==> src/rtl/regfile_dump_reader_pkg.sv <==
// Shared defaults and state encoding for the register-file dump reader.
package regfile_dump_reader_pkg;

    localparam int unsigned REGDUMP_DATA_W   = 32;
    localparam int unsigned REGDUMP_ADDR_W   = 5;
    localparam int unsigned REGDUMP_NUM_REGS = 32;

    typedef enum logic [1:0] {
        ST_IDLE = 2'd0,
        ST_SEND = 2'd1,
        ST_CSUM = 2'd2,
        ST_DONE = 2'd3
    } state_t;

endpackage

==> src/rtl/regfile_dump_reader.sv <==
// Walks the register-file debug read port and streams every register as a valid/ready beat.
// Optional trailing XOR checksum beat when REGDUMP_CHECKSUM_EN is defined.
module regfile_dump_reader
    import regfile_dump_reader_pkg::*;
#(
    parameter int unsigned DATA_W   = REGDUMP_DATA_W,
    parameter int unsigned ADDR_W   = REGDUMP_ADDR_W,
    parameter int unsigned NUM_REGS = REGDUMP_NUM_REGS
) (
    input  logic              clk,
    input  logic              rst,
    input  logic              start,
    input  logic              abort,
    output logic [ADDR_W-1:0] rf_addr,
    input  logic [DATA_W-1:0] rf_data,
    output logic              out_valid,
    input  logic              out_ready,
    output logic [DATA_W-1:0] out_data,
    output logic [ADDR_W-1:0] out_idx,
    output logic              out_last,
    output logic              busy,
    output logic              done
);

    localparam logic [ADDR_W-1:0] LAST_IDX = ADDR_W'(NUM_REGS - 1);

    state_t            state, state_n;
    logic [ADDR_W-1:0] fetch_ptr, fetch_ptr_n;
    logic              out_valid_n, out_last_n, busy_n, done_n;
    logic [DATA_W-1:0] out_data_n;
    logic [ADDR_W-1:0] out_idx_n;
    logic              handshake;
    logic              fetch_last;
    logic [ADDR_W-1:0] ptr_inc;
`ifdef REGDUMP_CHECKSUM_EN
    logic [DATA_W-1:0] csum, csum_n;
`endif

    assign rf_addr   = fetch_ptr;
    assign handshake = out_valid & out_ready;
    // Saturate so the read address never runs past the last register.
    assign ptr_inc   = (fetch_ptr == LAST_IDX) ? fetch_ptr : fetch_ptr + ADDR_W'(1);
`ifdef REGDUMP_CHECKSUM_EN
    assign fetch_last = 1'b0;
`else
    assign fetch_last = (fetch_ptr == LAST_IDX);
`endif

    // Next-state and next-output logic.
    always_comb begin
        state_n     = state;
        fetch_ptr_n = fetch_ptr;
        out_valid_n = out_valid;
        out_data_n  = out_data;
        out_idx_n   = out_idx;
        out_last_n  = out_last;
        busy_n      = busy;
        done_n      = 1'b0;
`ifdef REGDUMP_CHECKSUM_EN
        csum_n      = csum;
`endif

        unique case (state)
            ST_IDLE: begin
                fetch_ptr_n = '0;
                if (start) begin
                    out_data_n  = rf_data;
                    out_idx_n   = fetch_ptr;
                    out_last_n  = fetch_last;
                    fetch_ptr_n = ptr_inc;
                    out_valid_n = 1'b1;
                    busy_n      = 1'b1;
                    state_n     = ST_SEND;
`ifdef REGDUMP_CHECKSUM_EN
                    csum_n      = rf_data;
`endif
                end
            end
            ST_SEND: begin
                if (abort) begin
                    out_valid_n = 1'b0;
                    out_last_n  = 1'b0;
                    busy_n      = 1'b0;
                    fetch_ptr_n = '0;
                    state_n     = ST_IDLE;
                end else if (handshake) begin
`ifdef REGDUMP_CHECKSUM_EN
                    if (out_idx == LAST_IDX) begin
                        out_data_n = csum;
                        out_idx_n  = '0;
                        out_last_n = 1'b1;
                        state_n    = ST_CSUM;
                    end else begin
                        out_data_n  = rf_data;
                        out_idx_n   = fetch_ptr;
                        out_last_n  = fetch_last;
                        fetch_ptr_n = ptr_inc;
                        csum_n      = csum ^ rf_data;
                    end
`else
                    if (out_last) begin
                        out_valid_n = 1'b0;
                        done_n      = 1'b1;
                        state_n     = ST_DONE;
                    end else begin
                        out_data_n  = rf_data;
                        out_idx_n   = fetch_ptr;
                        out_last_n  = fetch_last;
                        fetch_ptr_n = ptr_inc;
                    end
`endif
                end
            end
`ifdef REGDUMP_CHECKSUM_EN
            ST_CSUM: begin
                if (abort) begin
                    out_valid_n = 1'b0;
                    out_last_n  = 1'b0;
                    busy_n      = 1'b0;
                    fetch_ptr_n = '0;
                    state_n     = ST_IDLE;
                end else if (handshake) begin
                    out_valid_n = 1'b0;
                    done_n      = 1'b1;
                    state_n     = ST_DONE;
                end
            end
`endif
            ST_DONE: begin
                busy_n      = 1'b0;
                fetch_ptr_n = '0;
                state_n     = ST_IDLE;
            end
            default: begin
                state_n = ST_IDLE;
            end
        endcase
    end

    // State and output registers.
    always_ff @(posedge clk or posedge rst) begin
        if (rst) begin
            state     <= ST_IDLE;
            fetch_ptr <= '0;
            out_valid <= 1'b0;
            out_data  <= '0;
            out_idx   <= '0;
            out_last  <= 1'b0;
            busy      <= 1'b0;
            done      <= 1'b0;
`ifdef REGDUMP_CHECKSUM_EN
            csum      <= '0;
`endif
        end else begin
            state     <= state_n;
            fetch_ptr <= fetch_ptr_n;
            out_valid <= out_valid_n;
            out_data  <= out_data_n;
            out_idx   <= out_idx_n;
            out_last  <= out_last_n;
            busy      <= busy_n;
            done      <= done_n;
`ifdef REGDUMP_CHECKSUM_EN
            csum      <= csum_n;
`endif
        end
    end

endmodule

==> config.mk <==
export PLATFORM = sky130hd
export DESIGN_NAME = regfile_dump_reader
export DESIGN_NICKNAME = d
export VERILOG_FILES = /design/src/rtl/regfile_dump_reader_pkg.sv /design/src/rtl/regfile_dump_reader.sv
export SDC_FILE = /design/constraint.sdc
export NUM_CORES = 1
export LEC_CHECK = 0
export ABC_AREA = 1
export CAP_MARGIN = 20
export CORE_ASPECT_RATIO = 0.6
export CORE_MARGIN = 5
export CORE_UTILIZATION = 39
export CTS_CLUSTER_SIZE = 16
export DETAILED_ROUTE_END_ITERATION = 8
export PLACE_DENSITY_LB_ADDON = 0.3
export SYNTH_ARGS = -nofsm -noshare
export SYNTH_HDL_FRONTEND = slang
export SYNTH_SLANG_ARGS = --single-unit
==> constraint.sdc <==
create_clock -name clk -period 1.43 [get_ports clk]
set_input_delay 0.286 -clock clk [delete_from_list [all_inputs] [get_ports clk]]
set_output_delay 0.286 -clock clk [all_outputs]
set_load 0.03 [all_outputs]
# Word level (Yosys, flattened, before mapping)
# Index checks and enable logic that the tools add are counted.
# classes
addsub	1
n_eq_ne	11
mux	37
n_bitwise	1
n_reduce_logical	9
# ops
operator	n
$mux W32	4
$pmux W32 S2	1
$mux W5	9
$pmux W5 S3	1
$mux W1	13
$reduce_and A3 Y1	4
$ne A2 B2 Y1 const B	5
$pmux W5 S2	1
$ne A3 B3 Y1 const B	3
$mux W2	4
$add A5 B1 Y5 const B	1
$eq A5 B5 Y1 const B	1
$reduce_and A5 Y1	1
$pmux W1 S2	2
$pmux W2 S2	1
$reduce_and A4 Y1	1
$pmux W1 S3	1
$reduce_bool A3 Y1	1
$eq A2 B1 Y1 const B	1
$eq A2 B2 Y1 const B	1
$logic_not A2 Y1	1
$reduce_bool A2 Y1	1
$and A1 B1 Y1	1
# totals
regBits	48
inputBits	37
output_inout_bits	46
elab_cells	67

# Depth between registers and ports, before layout
# Gate-level depths: netlist of run 1.
# logic_depth
word_depth	6
ltp_mapped	9
depth_no_buf	8

# Least setup slack after synthesis of run 1
# OpenSTA, ideal clock, no wires.
# synth_timing
path_type	register to register
startpoint	reg fetch_ptr[0] (netlist: rf_addr[0])
endpoint	reg fetch_ptr[0] (netlist: rf_addr[0])
setup_time_ns	0.118
arrival_ns	1.252
required_ns	1.312
slack_ns	0.060
path_stages_with_launch	9
n_path_buf	0
synth_period_minus_slack_ns	1.370
cell_sequence	dfrtp_1 > ha_1 > nand2_1 > inv_1 > nand3_1 > nand2_1 > nor2_1 > nor2_1 > nor2_1
# synth_between
elab_chain_len	6
elab_cells_between_ends	8
classes_between	add/sub: 1; eq/ne: 1; mux: 6
# synth_rtl
item	line	rtl
from (decl)	regfile_dump_reader.sv:28	logic [ADDR_W-1:0] fetch_ptr, fetch_ptr_n;
from (signal assigned)	regfile_dump_reader.sv:156	fetch_ptr <= fetch_ptr_n;
$add A5 B1 Y5 or $eq A5 B5 Y1 (tied branches)	regfile_dump_reader.sv:42	assign ptr_inc = (fetch_ptr == LAST_IDX) ? fetch_ptr : fetch_ptr + ADDR_W'(1);
$mux W5 (*)	regfile_dump_reader.sv:42	
$mux W5	regfile_dump_reader.sv:101	if (out_last) begin
$mux W5	regfile_dump_reader.sv:86	end else if (handshake) begin
$mux W5	regfile_dump_reader.sv:80	if (abort) begin
$pmux W5 S3 (*)	regfile_dump_reader.sv:63	unique case (state)
# Every way passes the cells marked *; elsewhere a longest branch is shown, timed or not. The select of a mux whose other input is x is not followed.
# A chain may end at the register's enable or synchronous reset.

# Final worst setup path of run 1
# layout_timing
startpoint	reg out_data[14]
endpoint	out out_data[14]
# layout_rtl
item	line	rtl
from (decl)	regfile_dump_reader.sv:18	output logic [DATA_W-1:0] out_data,
from (signal assigned)	regfile_dump_reader.sv:158	out_data <= out_data_n;
# No word-level cell between the ends.

==> results of run 1 <==
power by group:
part           total (mW)  internal, mW  switching (mW)  leakage [nW]
combinational        3.33          1.18            2.15          1.08
clock               0.845         0.394           0.451        0.0445
sequential           2.20          1.90           0.307         0.608
cell type report:
type / instances / area (um2) / area share
clock buffers: 7 / 86.3 / 0.0272
clock inverters: 1 / 7.51 / 0.00236
inverters: 12 / 48.8 / 0.0154
multi-input cells: 180 / 802 / 0.252
flip-flops and latches: 48 / 1200 / 0.378
well taps: 66 / 82.6 / 0.0260
repair buffers: 99 / 948 / 0.298
placed cells by master (no fill, tap or decap):
cell type	Yosys	final
nand4_4	0	1
nand2_1	99	99
o21bai_1	1	1
inv_2	1	1
inv_1	11	10
nand3_1	49	49
a21oi_1	1	1
clkbuf_1	2	1
o21ai_0	4	4
clkinvlp_4	0	2
clkdlybuf4s15_1	0	1
dfrtp_2	0	1
dlymetal6s2s_1	0	1
buf_6	4	2
dfrtp_1	48	47
dlygate4sd2_1	0	42
nand2_4	0	2
clkdlybuf4s50_1	0	35
nor2_4	1	1
nor2_1	18	18
buf_4	2	14
clkbuf_8	0	6
buf_12	0	4
ha_1	1	1
nor3_1	2	2
nand3b_1	1	1
logic make-up after synthesis:
logic type | Yosys count | synth area share
and+or+nand+nor | 173 | 0.347
DFF | 48 | 0.565
buffers and inverters | 24 | 0.0671
AOI/OAI and AO/OA | 6 | 0.0153
adders and majority gates | 1 | 0.00588
cells in the mapped netlist:
| master | instances | area share |
|---|---|---|
| o21ai_0 | 4 | 0.0094 |
| clkbuf_1 | 2 | 0.0035 |
| nand3_1 | 49 | 0.12 |
| nor2_1 | 18 | 0.032 |
| buf_6 | 4 | 0.021 |
| nand3b_1 | 1 | 0.0035 |
| inv_2 | 1 | 0.0018 |
| o21bai_1 | 1 | 0.0035 |
| buf_4 | 2 | 0.0071 |
| ha_1 | 1 | 0.0059 |
| nand2_2 | 2 | 0.0059 |
| buf_2 | 3 | 0.0071 |
| buf_8 | 1 | 0.0071 |
| nor2_4 | 1 | 0.0053 |
| a21oi_1 | 1 | 0.0024 |
| nand4_2 | 1 | 0.0059 |
| nor3_1 | 2 | 0.0047 |
| dfrtp_1 | 48 | 0.56 |
| inv_1 | 11 | 0.019 |
| nand2_1 | 99 | 0.17 |
path summary, 6_finish.rpt:
kind | endpoint | slack [ns] | cells after the start
hold / removal | out_data[8] | 0.32 | 2
setup reg to reg | out_idx[3] | 0.12 | 8
max in group asynchronous | out_data[1] | 0.72 | 3
min in group clk | busy | 0.44 | 4
setup / recovery | out_data[14] | 0.06 | 1
hold reg to reg | busy | 0.49 | 2
registers in the layout, summed over array words and instances, names as in the netlist:
register	flops
busy	1
done	1
out_data	32
out_idx	5
out_last	1
out_valid	1
rf_addr	5
state	2
metal layers:
metal,up-vias,global-route usage,wire length [um]
met5,-,0,0
met4,0,0.0475,33
met3,5,0.0812,629
met2,74,0.237,2350
met1,918,0.227,2650
li1,993,-,-
through the flow:
step | setup WS (ns) | std cells
after floorplan | 0.0598 | 252
after global placement | -0.152 | 405
after detailed placement | -0.204 | 405
after CTS | 0.0519 | 413
after global routing | 0.00131 | 413
final | 0.0635 | 413
==> summary.md, run 1 <==
| Metric | Value |
|---|---|
| I/O Pins | `83` |
| Max_cap viols | `0` |
| Largest net degree at the start of global routing | `22` |
| Post-Route Skew | `0.00233 ns` |
| Hold-fix buffers, CTS | `0` |
| Initial core utilization | `0.411` |
| Die width | `105 um` |
| Max-slew headroom at the worst pin | `0.769` |
| Bufs and invs on worst path | `1` |
| Post-layout net count | `roughly 380` |
| Final-report hold violation count | `0` |
| Worst slew pin tran | `0.347 ns` |
| # rows | `20` |
| Initial antenna violation count | `0` |
| DR WL/cell | `13.7 um` |
| Total GRT Usage | `0.167` |
| Area of the core | `between 5000 and 6000 um2` |
| Data arrival time of the worst path | `1.08 ns` |
| Final period util | `0.956` |
| Finished Cell Area | `3180 um2` |
| CP required | `~1.1 ns` |
| CTS max path bufs | `2` |
| RSZ-0062 raised after global routing | `false` |
| Area delta synth->final | `49.4%` |
| Slowest stage delay, CP | `0.43 ns` |
| Fillers | `480` |
| DRC violations left | `0` |
| CTS tree | `built` |
| Htree depth | `2` |
| TritonCTS Sinks | `48` |
| WS Path Type | `register to output port` |
| Status | `complete, no violations` |
| Final wirelength | `approximately 5700 um` |
| Overall power | `between 6 and 7 mW` |
| Drt pass-1 iters | `4` |
| Final Hold Slack | `approximately 0.32 ns` |
| HP Class | `input pin to asynchronous set/reset pin` |
| Root Driver | `clkbuf_8` |
| Gpl congestion | `approximately 0.86` |
| Critical path's slowest cell | `dlygate4sd2_1` |
| Clk Latency, worst-skew pair | `0.29 ns` |
| Cell Area, Placed | `3110 um2` |
| Area of the mapped netlist | `roughly 2100 um2` |
| CP Max Fanout | `2` |
| Delay-heaviest family, CP | `buffers and inverters` |
| CTS clk-pin slew, worst paths | `0.09 ns` |
| PortBufs | `82` |
| TritonCTS Buffers | `5` |
| VDD IR max | `0.947 mV` |
| Final min period | `between 1 and 1.5 ns` |
| Crit path launch | `out_data[14]` |
| ANT nets after route | `0` |
| Final setup TNS | `0 ns` |
| Synth warn | `0` |
| Leakage Power | `1.73 nW` |
| Post_cts resized | `43` |
| Fmax achieved | `0.732 GHz` |
| Number of global-route vias before repair | `1989` |
| Worst path cell trace | `dlygate4sd2_1` |
| Critical path endpoint category | `output port` |
| Mapped Nets | `290` |
| Crit path launch type | `register` |
| Postcts setup bufs | `0` |
| Post-detail-place hpwl | `4180 um` |
| Fraction of layout cells with a size suffix above 1 | `0.0980` |
| Pwr Density | `2010 nW/um2` |
| Die Area | `7080 um2` |
| DR iter-0 viols | `100` |
| Cells after synthesis | `252` |
| Layout Utilization | `0.614` |
| Gr ovfl total | `0` |
| Worst R2R Start | `state[1]` |
| Die Span Y | `~67 um` |
| Sequential fraction of the synthesis area | `0.565` |
| Seq cells post-synth | `between 40 and 50` |
| Avg Inst Size Synth | `8.44 um2` |
| Fin. max-slew vios | `0` |
| Via count | `1990` |
| Vias per cell | `between 4 and 5` |
| Antenna cells | `0` |
| First-pass GRT wire length | `9420 um` |
| Distinct cells, synth | `20` |
| Final setup violation count | `0` |
Power figures use the tool's default switching activity.
==> inputs of run 2 (changes only) <==
Settings changed: HOLD_SLACK_MARGIN set to 0.06.
==> results of run 2 <==
The final DEF is identical to that of run 1; final timing and power are the same.
==> inputs of run 3 (changes only) <==
Settings changed: RECOVER_POWER set to 100.
==> summary.md, run 3 (same netlist as run 1, synthesis figures left out) <==
| Metric | Value |
|---|---|
| Biggest register | `out_data (unchanged)` |
| RR Endpoint | `out_idx[3] (unchanged)` |
| Final-report hold violation count | `0 (unchanged)` |
| Worst path cell trace | `dlygate4sd2_1 (unchanged)` |
| Worst slew pin tran | `0.590 ns (was 0.347 ns)` |
| DRC violations left | `0 (unchanged)` |
| Initial core utilization | `0.411 (unchanged)` |
| Worst Hold Launch | `abort` |
| Final setup violation count | `0 (unchanged)` |
| Worst r2r path cells | `8 (unchanged)` |
| First-pass GRT wire length | `9420 um (unchanged)` |
| Number of global-route vias before repair | `1989 (unchanged)` |
| Leakage Power | `1.72 nW (was 1.73 nW)` |
| Sequential Area | `1200 um2 (unchanged)` |
| Gpl congestion | `0.858 (unchanged)` |
| DR iter-0 viols | `93 (was 100)` |
| Fin. max-slew vios | `0 (unchanged)` |
| Critical path's slowest cell | `dlygate4sd2_1 (unchanged)` |
| TritonCTS Buffers | `5 (unchanged)` |
| R2R setup slack | `0.09 ns (was 0.12 ns)` |
| CP required | `1.14 ns (about the same)` |
| Root Driver | `clkbuf_8 (unchanged)` |
| CTS max path bufs | `2 (unchanged)` |
| Die Area | `7080 um2 (unchanged)` |
| Final setup TNS | `0 ns (unchanged)` |
| Pwr Density | `2020 nW/um2 (was 2010 nW/um2)` |
| CP Max Fanout | `2 (unchanged)` |
| Htree depth | `2 (unchanged)` |
| TritonCTS Sinks | `48 (unchanged)` |
| Post-layout net count | `384 (unchanged)` |
| Most frequent cells in the layout | `nand2_1 (99), nand3_1 (49), dfrtp_1 (47) (unchanged)` |
| Data arrival time of the worst path | `1.08 ns (about the same)` |
| Commonest non-fill, non-tap cell in the layout | `nand2_1 (unchanged)` |
| Max_cap viols | `0 (unchanged)` |
| Worst R2R Start | `state[1] (unchanged)` |
| Area of the core | `5180 um2 (unchanged)` |
| Bufs and invs on worst path | `1 (unchanged)` |
| Max-slew headroom at the worst pin | `0.605 (was 0.769)` |
| RSZ-0062 raised after global routing | `false (unchanged)` |
| Die width | `105 um (unchanged)` |
| CTS tree | `built (unchanged)` |
| # rows | `20 (unchanged)` |
| Die Span Y | `67.2 um (unchanged)` |
| Critical path endpoint category | `output port (unchanged)` |
| Largest register FFs | `32 (unchanged)` |
| Status | `complete, no violations (unchanged)` |
| Final min period | `1.37 ns (about the same)` |
| Final period util | `0.956 (about the same)` |
| Clk Latency, worst-skew pair | `0.29 ns (about the same)` |
| Vias per cell | `4.82 (about the same)` |
| DR WL/cell | `13.7 um (about the same)` |
| Hold endpoint | `busy` |
| HP Class | `input pin to register (was input pin to asynchronous set/reset pin)` |
| Post-Route Skew | `0.00234 ns (was 0.00233 ns)` |
| Gr ovfl total | `0 (unchanged)` |
| VDD IR max | `0.947 mV (about the same)` |
| Hold path depth | `4` |
| Largest net degree at the start of global routing | `22 (unchanged)` |
| Initial antenna violation count | `0 (unchanged)` |
| Crit path launch type | `register (unchanged)` |
| PortBufs | `82 (unchanged)` |
| Fraction of layout cells with a size suffix above 1 | `0.0980 (unchanged)` |
| Fillers | `486 (was 480)` |
| Fmax achieved | `0.732 GHz (about the same)` |
| Slowest stage delay, CP | `0.43 ns (about the same)` |
| Area delta synth->final | `48.1% (was 49.4%)` |
| CTS clk-pin slew, worst paths | `0.09 ns (about the same)` |
| Overall power | `6.35 mW (was 6.38 mW)` |
| Hold-fix buffers, CTS | `0 (unchanged)` |
| ANT nets after route | `0 (unchanged)` |
| Total GRT Usage | `0.167 (unchanged)` |
| Via count | `1991 (was 1990)` |
| Post-detail-place hpwl | `4180 um (unchanged)` |
| Antenna cells | `0 (unchanged)` |
| I/O Pins | `83 (unchanged)` |
| Area of the multi-input gates | `797 um2 (was 802 um2)` |
| Delay-heaviest family, CP | `buffers and inverters (unchanged)` |
| Final wirelength | `5650 um (was 5660 um)` |
| Drt pass-1 iters | `4 (unchanged)` |
| WS Path Type | `register to output port (unchanged)` |
-- run 3: cell types whose count changed in the layout (fill, tap and decap cells not counted), sizes merged --
cell,previous run,this run
buf,20,15
clkbuf,7,12
dlygate4sd3,0,1
clkdlybuf4s50,35,34
-- run 3: metal layers --
| layer | up-vias | global-route usage | wire [um] |
|---|---|---|---|
| met5 | - | 0 | 0 |
| met4 | 0 | 0.0475 | 33 |
| met3 | 5 | 0.0812 | 640 |
| met2 | 78 | 0.237 | 2340 |
| met1 | 915 | 0.227 | 2630 |
| li1 | 993 | - | - |
-- run 3: worst max path at each step --
stage,startpoint,endpoint,slack [ns],cells after the start
floorplan,rf_addr[0],rf_addr[0],0.06,8
global placement,abort,out_data[7],-0.15,6
detailed placement,abort,rf_addr[1],-0.20,9
CTS,out_data[31],out_data[31],0.05,1
global route,out_data[14],out_data[14],0.001,1
finish,out_data[14],out_data[14],0.06,1
-- run 3: report_power, final --
group,leakage (nW),switching [mW],internal (mW)
combinational,1.07,2.14,1.16
clock,0.0445,0.449,0.394
sequential,0.608,0.307,1.90
total,1.72,2.90,3.45
-- run 3: what timing repair did --
item                                    4_1_cts  5_1_grt
resized for setup                            43        8
endpoints found under the setup margin       43       30
pin swaps                                     0        0
setup buffers                                 0        0
-- run 3: layout make-up --
cell class              count  area share
flip-flops and latches     48       0.382
repair buffers             99       0.295
multi-input cells         180       0.253
clock buffers               7      0.0274
well taps                  66      0.0262
inverters                  12      0.0147
clock inverters             1     0.00238
-- run 3: metrics by stage --
step                 util  hold WS, ns  instance area [um2]  setup WS, ns  instances
floorplan               -        0.316                 2130        0.0598        252
global placement    0.600        0.456                 3110        -0.152        405
detailed placement  0.600        0.481                 3110        -0.204        405
CTS                 0.607        0.326                 3150        0.0519        413
global route        0.608        0.493                 3150       0.00131        413
finish              0.608        0.443                 3150        0.0635        413
